## config.mk

```make
export PLATFORM = sky130hd
export DESIGN_NAME = obi_ctrl_sequencer_flat
export DESIGN_NICKNAME = d
export VERILOG_FILES = /design/src/rtl/obi_ctrl_sequencer_if.sv /design/src/rtl/obi_ctrl_sequencer.sv /design/src/flat_wrapper.sv
export SDC_FILE = /design/constraint.sdc
export NUM_CORES = 1
export LEC_CHECK = 0
export ABC_AREA = 0
export CAP_MARGIN = 20
export CORE_MARGIN = 10
export CORE_UTILIZATION = 34
export DETAILED_ROUTE_END_ITERATION = 8
export PLACE_DENSITY_LB_ADDON = 0.3
export SYNTH_ARGS = -nofsm -noshare
export SYNTH_HDL_FRONTEND = slang
export SYNTH_SLANG_ARGS = --single-unit
```

## constraint.sdc

```tcl
create_clock -name clk_i -period 1.9 [get_ports clk_i]
set_input_delay 0.38 -clock clk_i [delete_from_list [all_inputs] [get_ports clk_i]]
set_output_delay 0.38 -clock clk_i [all_outputs]
set_load 0.03 [all_outputs]
```

## src/rtl/obi_ctrl_sequencer_if.sv

```systemverilog
// OBI request/response bundle between the control sequencer (master) and the
// clock-enable/reset register block (slave).
interface obi_ctrl_sequencer_if;
    logic        req;
    logic        gnt;
    logic [31:0] addr;
    logic        we;
    logic [3:0]  be;
    logic [31:0] wdata;
    logic        rvalid;
    logic [31:0] rdata;

    modport master (
        output req, addr, we, be, wdata,
        input  gnt, rvalid, rdata
    );

    modport slave (
        input  req, addr, we, be, wdata,
        output gnt, rvalid, rdata
    );
endinterface

```

## src/rtl/obi_ctrl_sequencer.sv

```systemverilog
// OBI initiator issuing power-up/power-down write sequences to the core clock/reset registers.
// Define CTRL_SEQ_READBACK_EN to read back and verify every write (sticky error_o on mismatch).
module obi_ctrl_sequencer #(
    parameter logic [31:0] BASE_ADDR = 32'h0000_0000,
    parameter int unsigned RST_DELAY = 16
) (
    input  logic                 clk_i,
    input  logic                 rst_ni,
    input  logic                 start_i,
    input  logic                 stop_i,
    output logic                 busy_o,
    output logic                 running_o,
    output logic                 error_o,
    obi_ctrl_sequencer_if.master obi
);

`ifdef CTRL_SEQ_READBACK_EN
    localparam bit ReadbackEn = 1'b1;
`else
    localparam bit ReadbackEn = 1'b0;
`endif
    localparam int unsigned CntW = (RST_DELAY > 0) ? $clog2(RST_DELAY + 1) : 1;

    typedef enum logic [1:0] {StIdle, StReq, StRsp, StDelay} state_e;
    typedef enum logic [2:0] {StepUpW1, StepUpW2, StepUpW3, StepDnW1, StepDnW2} step_e;

    state_e          state_q, state_d;
    step_e           step_q, step_d;
    logic [CntW-1:0] cnt_q, cnt_d;
    logic            rd_q, rd_d;
    logic            pend_q, pend_d;
    logic            running_q, running_d;
    logic            error_q, error_d;
    logic [31:0]     step_addr;
    logic            step_bit;
    logic            up_phase;
    logic            stop_hit;
    logic            advance;
    logic            unused_rdata;

    assign unused_rdata = ^obi.rdata[31:1];

    always_comb begin
        step_addr = BASE_ADDR + 32'd4;
        step_bit  = 1'b0;
        case (step_q)
            StepUpW2: begin
                step_addr = BASE_ADDR;
                step_bit  = 1'b1;
            end
            StepUpW3: step_bit  = 1'b1;
            StepDnW2: step_addr = BASE_ADDR;
            default:  ;
        endcase
    end

    assign up_phase = step_q inside {StepUpW1, StepUpW2, StepUpW3};
    // A stop seen in the same cycle a step completes preempts just like a latched one.
    assign stop_hit = pend_q | stop_i;

    always_comb begin
        state_d   = state_q;
        step_d    = step_q;
        cnt_d     = cnt_q;
        rd_d      = rd_q;
        pend_d    = pend_q | (stop_i & up_phase & (state_q != StIdle));
        running_d = running_q;
        error_d   = error_q;
        advance   = 1'b0;

        unique case (state_q)
            StIdle: begin
                rd_d   = 1'b0;
                pend_d = 1'b0;
                if (stop_i) begin
                    step_d  = StepDnW1;
                    state_d = StReq;
                end else if (start_i) begin
                    step_d  = StepUpW1;
                    state_d = StReq;
                end
            end
            StReq: begin
                if (obi.gnt) state_d = StRsp;
            end
            StRsp: begin
                if (obi.rvalid) begin
                    if (rd_q && (obi.rdata[0] != step_bit)) begin
                        error_d   = 1'b1;
                        running_d = 1'b0;
                        pend_d    = 1'b0;
                        rd_d      = 1'b0;
                        state_d   = StIdle;
                    end else if (ReadbackEn && !rd_q && !(up_phase && stop_hit)) begin
                        rd_d    = 1'b1;
                        state_d = StReq;
                    end else begin
                        rd_d    = 1'b0;
                        advance = 1'b1;
                    end
                end
            end
            StDelay: begin
                cnt_d = cnt_q - CntW'(1);
                if (cnt_q <= CntW'(1)) begin
                    state_d = StReq;
                    if (stop_hit) begin
                        pend_d = 1'b0;
                        step_d = StepDnW1;
                    end
                end
            end
            default: state_d = StIdle;
        endcase

        if (advance) begin
            state_d = StReq;
            if (up_phase && stop_hit) begin
                pend_d = 1'b0;
                step_d = StepDnW1;
            end else begin
                case (step_q)
                    StepUpW1: step_d = StepUpW2;
                    StepUpW2: begin
                        step_d = StepUpW3;
                        if (RST_DELAY != 0) begin
                            state_d = StDelay;
                            cnt_d   = CntW'(RST_DELAY);
                        end
                    end
                    StepUpW3: begin
                        running_d = 1'b1;
                        state_d   = StIdle;
                    end
                    StepDnW1: begin
                        running_d = 1'b0;
                        step_d    = StepDnW2;
                    end
                    default: state_d = StIdle;
                endcase
            end
        end
    end

    always_ff @(posedge clk_i or negedge rst_ni) begin
        if (!rst_ni) begin
            state_q   <= StIdle;
            step_q    <= StepUpW1;
            cnt_q     <= '0;
            rd_q      <= 1'b0;
            pend_q    <= 1'b0;
            running_q <= 1'b0;
            error_q   <= 1'b0;
        end else begin
            state_q   <= state_d;
            step_q    <= step_d;
            cnt_q     <= cnt_d;
            rd_q      <= rd_d;
            pend_q    <= pend_d;
            running_q <= running_d;
            error_q   <= error_d;
        end
    end

    assign obi.req   = (state_q == StReq);
    assign obi.addr  = obi.req ? step_addr : 32'h0;
    assign obi.we    = obi.req & ~rd_q;
    assign obi.wdata = (obi.req & ~rd_q) ? {31'b0, step_bit} : 32'h0;
    assign obi.be    = 4'hF;
    assign busy_o    = (state_q != StIdle);
    assign running_o = running_q;
    assign error_o   = ReadbackEn & error_q;

endmodule

```

## src/flat_wrapper.sv

```systemverilog
// flat-port wrapper written by rule: the top's interface ports become plain ports
module obi_ctrl_sequencer_flat 
#(
    parameter logic [31:0] BASE_ADDR = 32'h0000_0000,
    parameter int unsigned RST_DELAY = 16
)
  (clk_i, rst_ni, start_i, stop_i, busy_o, running_o, error_o, obi_req, obi_addr, obi_we, obi_be, obi_wdata, obi_gnt, obi_rvalid, obi_rdata);
  obi_ctrl_sequencer_if obi_i ();
  input  logic clk_i;
  input  logic rst_ni;
  input  logic start_i;
  input  logic stop_i;
  output logic busy_o;
  output logic running_o;
  output logic error_o;
  output wire logic [$bits(obi_i.req)-1:0] obi_req;
  output wire logic [$bits(obi_i.addr)-1:0] obi_addr;
  output wire logic [$bits(obi_i.we)-1:0] obi_we;
  output wire logic [$bits(obi_i.be)-1:0] obi_be;
  output wire logic [$bits(obi_i.wdata)-1:0] obi_wdata;
  input wire logic [$bits(obi_i.gnt)-1:0] obi_gnt;
  input wire logic [$bits(obi_i.rvalid)-1:0] obi_rvalid;
  input wire logic [$bits(obi_i.rdata)-1:0] obi_rdata;
  assign obi_req = obi_i.req;
  assign obi_addr = obi_i.addr;
  assign obi_we = obi_i.we;
  assign obi_be = obi_i.be;
  assign obi_wdata = obi_i.wdata;
  assign obi_i.gnt = obi_gnt;
  assign obi_i.rvalid = obi_rvalid;
  assign obi_i.rdata = obi_rdata;
  obi_ctrl_sequencer #(.BASE_ADDR(BASE_ADDR), .RST_DELAY(RST_DELAY)) u_core (.clk_i(clk_i), .rst_ni(rst_ni), .start_i(start_i), .stop_i(stop_i), .busy_o(busy_o), .running_o(running_o), .error_o(error_o), .obi(obi_i));
endmodule
```

==> results of run 1 <==
==> sequential cells by signal, summed over array words and instances, names as in the netlist <==
| name | count |
|---|---|
| u_core.running_o | 1 |
| u_core.step_q | 3 |
| u_core.state_q | 2 |
| u_core.cnt_q | 5 |
| u_core.pend_q | 1 |
==> cells by family (layout without fill, tap and decap cells) <==
| kind of cell | after synthesis | count (layout) | synth area share, % |
|---|---|---|---|
| buf+inv | 79 | 33 | 40.4 |
| simple gates | 35 | 35 | 13.2 |
| compound gates | 23 | 23 | 12.1 |
| flops | 12 | 12 | 21.4 |
| fa+ha+maj | 6 | 6 | 5.34 |
| xor+xnor | 6 | 6 | 3.74 |
| mux | 4 | 4 | 3.29 |
| other cells | 2 | 67 | 0.534 |
==> stage by stage <==
stage / power [mW] / instances / area [um2]
final: 2.04 / 236 / 1420
after global routing: 2.23 / 236 / 1420
after CTS: 2.05 / 236 / 1420
after detailed placement: 1.79 / 232 / 1370
after global placement: 1.78 / 232 / 1370
after floorplan: 1.55 / 232 / 1650
==> worst max-delay path: cells and delay by family, from the launching register on <==
| kind | cells | cell delay [ns] |
|---|---|---|
| adder cells (fa/ha/maj) | 1 | 0.24 |
| AND/OR/NAND/NOR | 2 | 0.37 |
| buffers and inverters | 2 | 0.26 |
| flip-flops | 1 | 0.38 |
| AO/OA/AOI/OAI | 1 | 0.40 |
==> synthesized netlist by cell type, types with 2 or more instances <==
library cell,instances
a211oi_1,2
a21oi_1,5
inv_1,6
dfrtp_1,12
o21a_1,3
a31oi_1,2
buf_4,68
nor3_1,3
ha_1,6
buf_6,2
mux2i_1,2
nor2_1,12
conb_1,2
nor2b_1,2
nand2_1,8
xnor2_1,5
o21ai_0,4
==> placed cells by master (no fill, tap or decap), types with 2 or more instances in the layout <==
cell type        netlist  routed
conb_1                 2      67
buf_4                 68      14
nor2_1                12      12
dfrtp_1               12      12
nand2_1                8       8
inv_1                  6       6
clkdlybuf4s50_1        0       6
xnor2_1                5       5
a21oi_1                5       5
ha_1                   6       5
o21ai_0                4       4
clkbuf_8               0       4
o21a_1                 3       3
nor3_1                 3       3
dlygate4sd2_1          0       3
nor2b_1                2       2
mux2i_1                2       2
a211oi_1               2       2
a31oi_1                2       2
==> power by group <==
part           internal [mW]  total, mW  switching [mW]  leakage [nW]
combinational          0.519       1.29           0.768         0.561
sequential             0.365      0.470           0.105         0.146
clock                  0.183      0.284           0.101        0.0288
==> final cells by class <==
cell class              count  area [um2]
fillers                   434        2580
flip-flops and latches     12         300
inverters                   6        22.5
clock buffers               4        55.1
multi-input cells         141         788
well taps                  50        62.6
repair buffers             23         191
==> worst paths after layout <==
path / startpoint / endpoint / slack [ns] / cells past startpoint
worst max register to register: u_core.state_q[0] / u_core.step_q[1] / 0.11 / 6
min in group clk_i: u_core.running_o / u_core.running_o / 0.52 / 2
worst max-delay path: u_core.state_q[0] / u_core.step_q[1] / 0.11 / 6
worst min-delay path: rst_ni / u_core.state_q[0] / 0.51 / 1
max in group asynchronous: rst_ni / u_core.cnt_q[0] / 1.00 / 1
worst min register to register: u_core.running_o / u_core.running_o / 0.52 / 2
==> metal layers <==
layer / vias to the layer above / wire [um]
li1: 450 / -
met1: 423 / 1270
met4: 0 / 22
met2: 40 / 1450
met3: 2 / 216
met5: - / 0
==> timing repair <==
item / 4_1_cts / 5_1_grt
gates resized for setup: 3 / 1
endpoints found under the setup margin: 3 / 1
buffers inserted: 0 / 0
==> flow_summary.ini, run 1 <==
[run_status]
status = finished, final reports clean

[finish]
diodes = 0
final_nets = 231
layout-drive-gt1-share_pct = 14.0
area_growth_pct = 1.07
postLayoutCoreUtil_pct = 35.5

[sta]
max_clock_freq_mhz = 559
hold_viol = 0
whs_ns = 0.514
setup_viol = 0
slew_headroom_pct = 60.0
finalCritPeriodShare_pct = 94.2
finalCriticalPeriod_ns = 1.79
finalSetupTns_ns = 0
finalClockSkew_ns = 0.00131
setup_slack_ns = 0.111
tightestPinTransition_ns = 0.598
slew_violations = 0
rsz0062_at_grt = false

[setup_path]
slowest_stage = a2111oi_0
max_stage_delay_ns = 0.40
startpoint_type = flip-flop
crit_type = flip-flop to flip-flop
path_cells = inv_1, ha_1, and3b_1, buf_4, a2111oi_0, nor4_1
worstPathRequired_ns = 2.01
critPathCaptureType = flip-flop
cp_data_arrival_time_ns = 1.90
cp_max_fo = 5

[cts]
ctsHoldBuffers = 0
cts-root-buf = clkbuf_8
cts_made_buffers = 3
htreeDepth = 1
worstSkewPairLatency_ns = 0.24
cts.path.max_buffers = 2
clkSinkCount = 12
clk_pin_slew_ns = 0.06
tritoncts = done

[synthesis]
ys_async_sr_fraction_pct = 100
syn_avg_cell_area_um2 = 8.41
synth_top_area_share_pct = 36.3
ys_types = 40
ys_ff_latch = 12
synth-edff-count = 0
synthTopCellsByArea = buf_4, dfrtp_1, ha_1, nor2_1, xnor2_1
yosysTopAreaCell = buf_4
yosysWarnings = 0
syn_area_mm2 = 0.00141
synthFlopType = dfrtp_1
synth_cells = 167
synth_seq_area_share_pct = 21.4

[hold_path]
hp-class = input pin to async pin

[grt]
met3_usage_pct = 3.57
met2_usage_pct = 13.1
busiest_layer = met2
grt_usage_pct = 8.05
overflow = 0
grt_pass1_wl_um = 4800
grtUsageMet1_pct = 8.93
antenna_found_initial = 0
grt_max_degree = 13
grt_pass1_vias = 1024

[detailed_routing]
ant_nets = 0
drcViolationCount = 0
drtIter0Drc = 24
num_vias = 915
drt_first_pass_iters = 4
routed_via_density = 3.88
wl_per_cell_um = 12.5
wl_um = 2960

[job]
maxCapViolCount = 0

[floorplanning]
core_area_mm2 = 0.00400
die_h_um = 84.3
start_util_pct = 35.1
io-pin-count = 111
die_x_um = 84.3
die-area_mm2 = 0.00710
rows = 23

[placement]
place_ws_ns = -0.0196
io_buffers = 11
gp_congestion = 0.740
dpl.hpwl_um = 2440

[power_and_ir_drop]
irDropWorstVdd_mv = 0.590
powerDensity_mw_per_mm2 = 1440
power_leakage_nw = 0.736
Power figures use the tool's default switching activity.
==> inputs of run 2 (changes only) <==
--- a/config.mk
+++ b/config.mk
@@ -6,7 +6,7 @@
 export NUM_CORES = 1
 export LEC_CHECK = 0
 export ABC_AREA = 0
-export CAP_MARGIN = 20
+export CAP_MARGIN = 25
 export CORE_MARGIN = 10
 export CORE_UTILIZATION = 34
 export DETAILED_ROUTE_END_ITERATION = 8
==> results of run 2 <==
Final layout, timing and power as in run 1 (identical DEF).
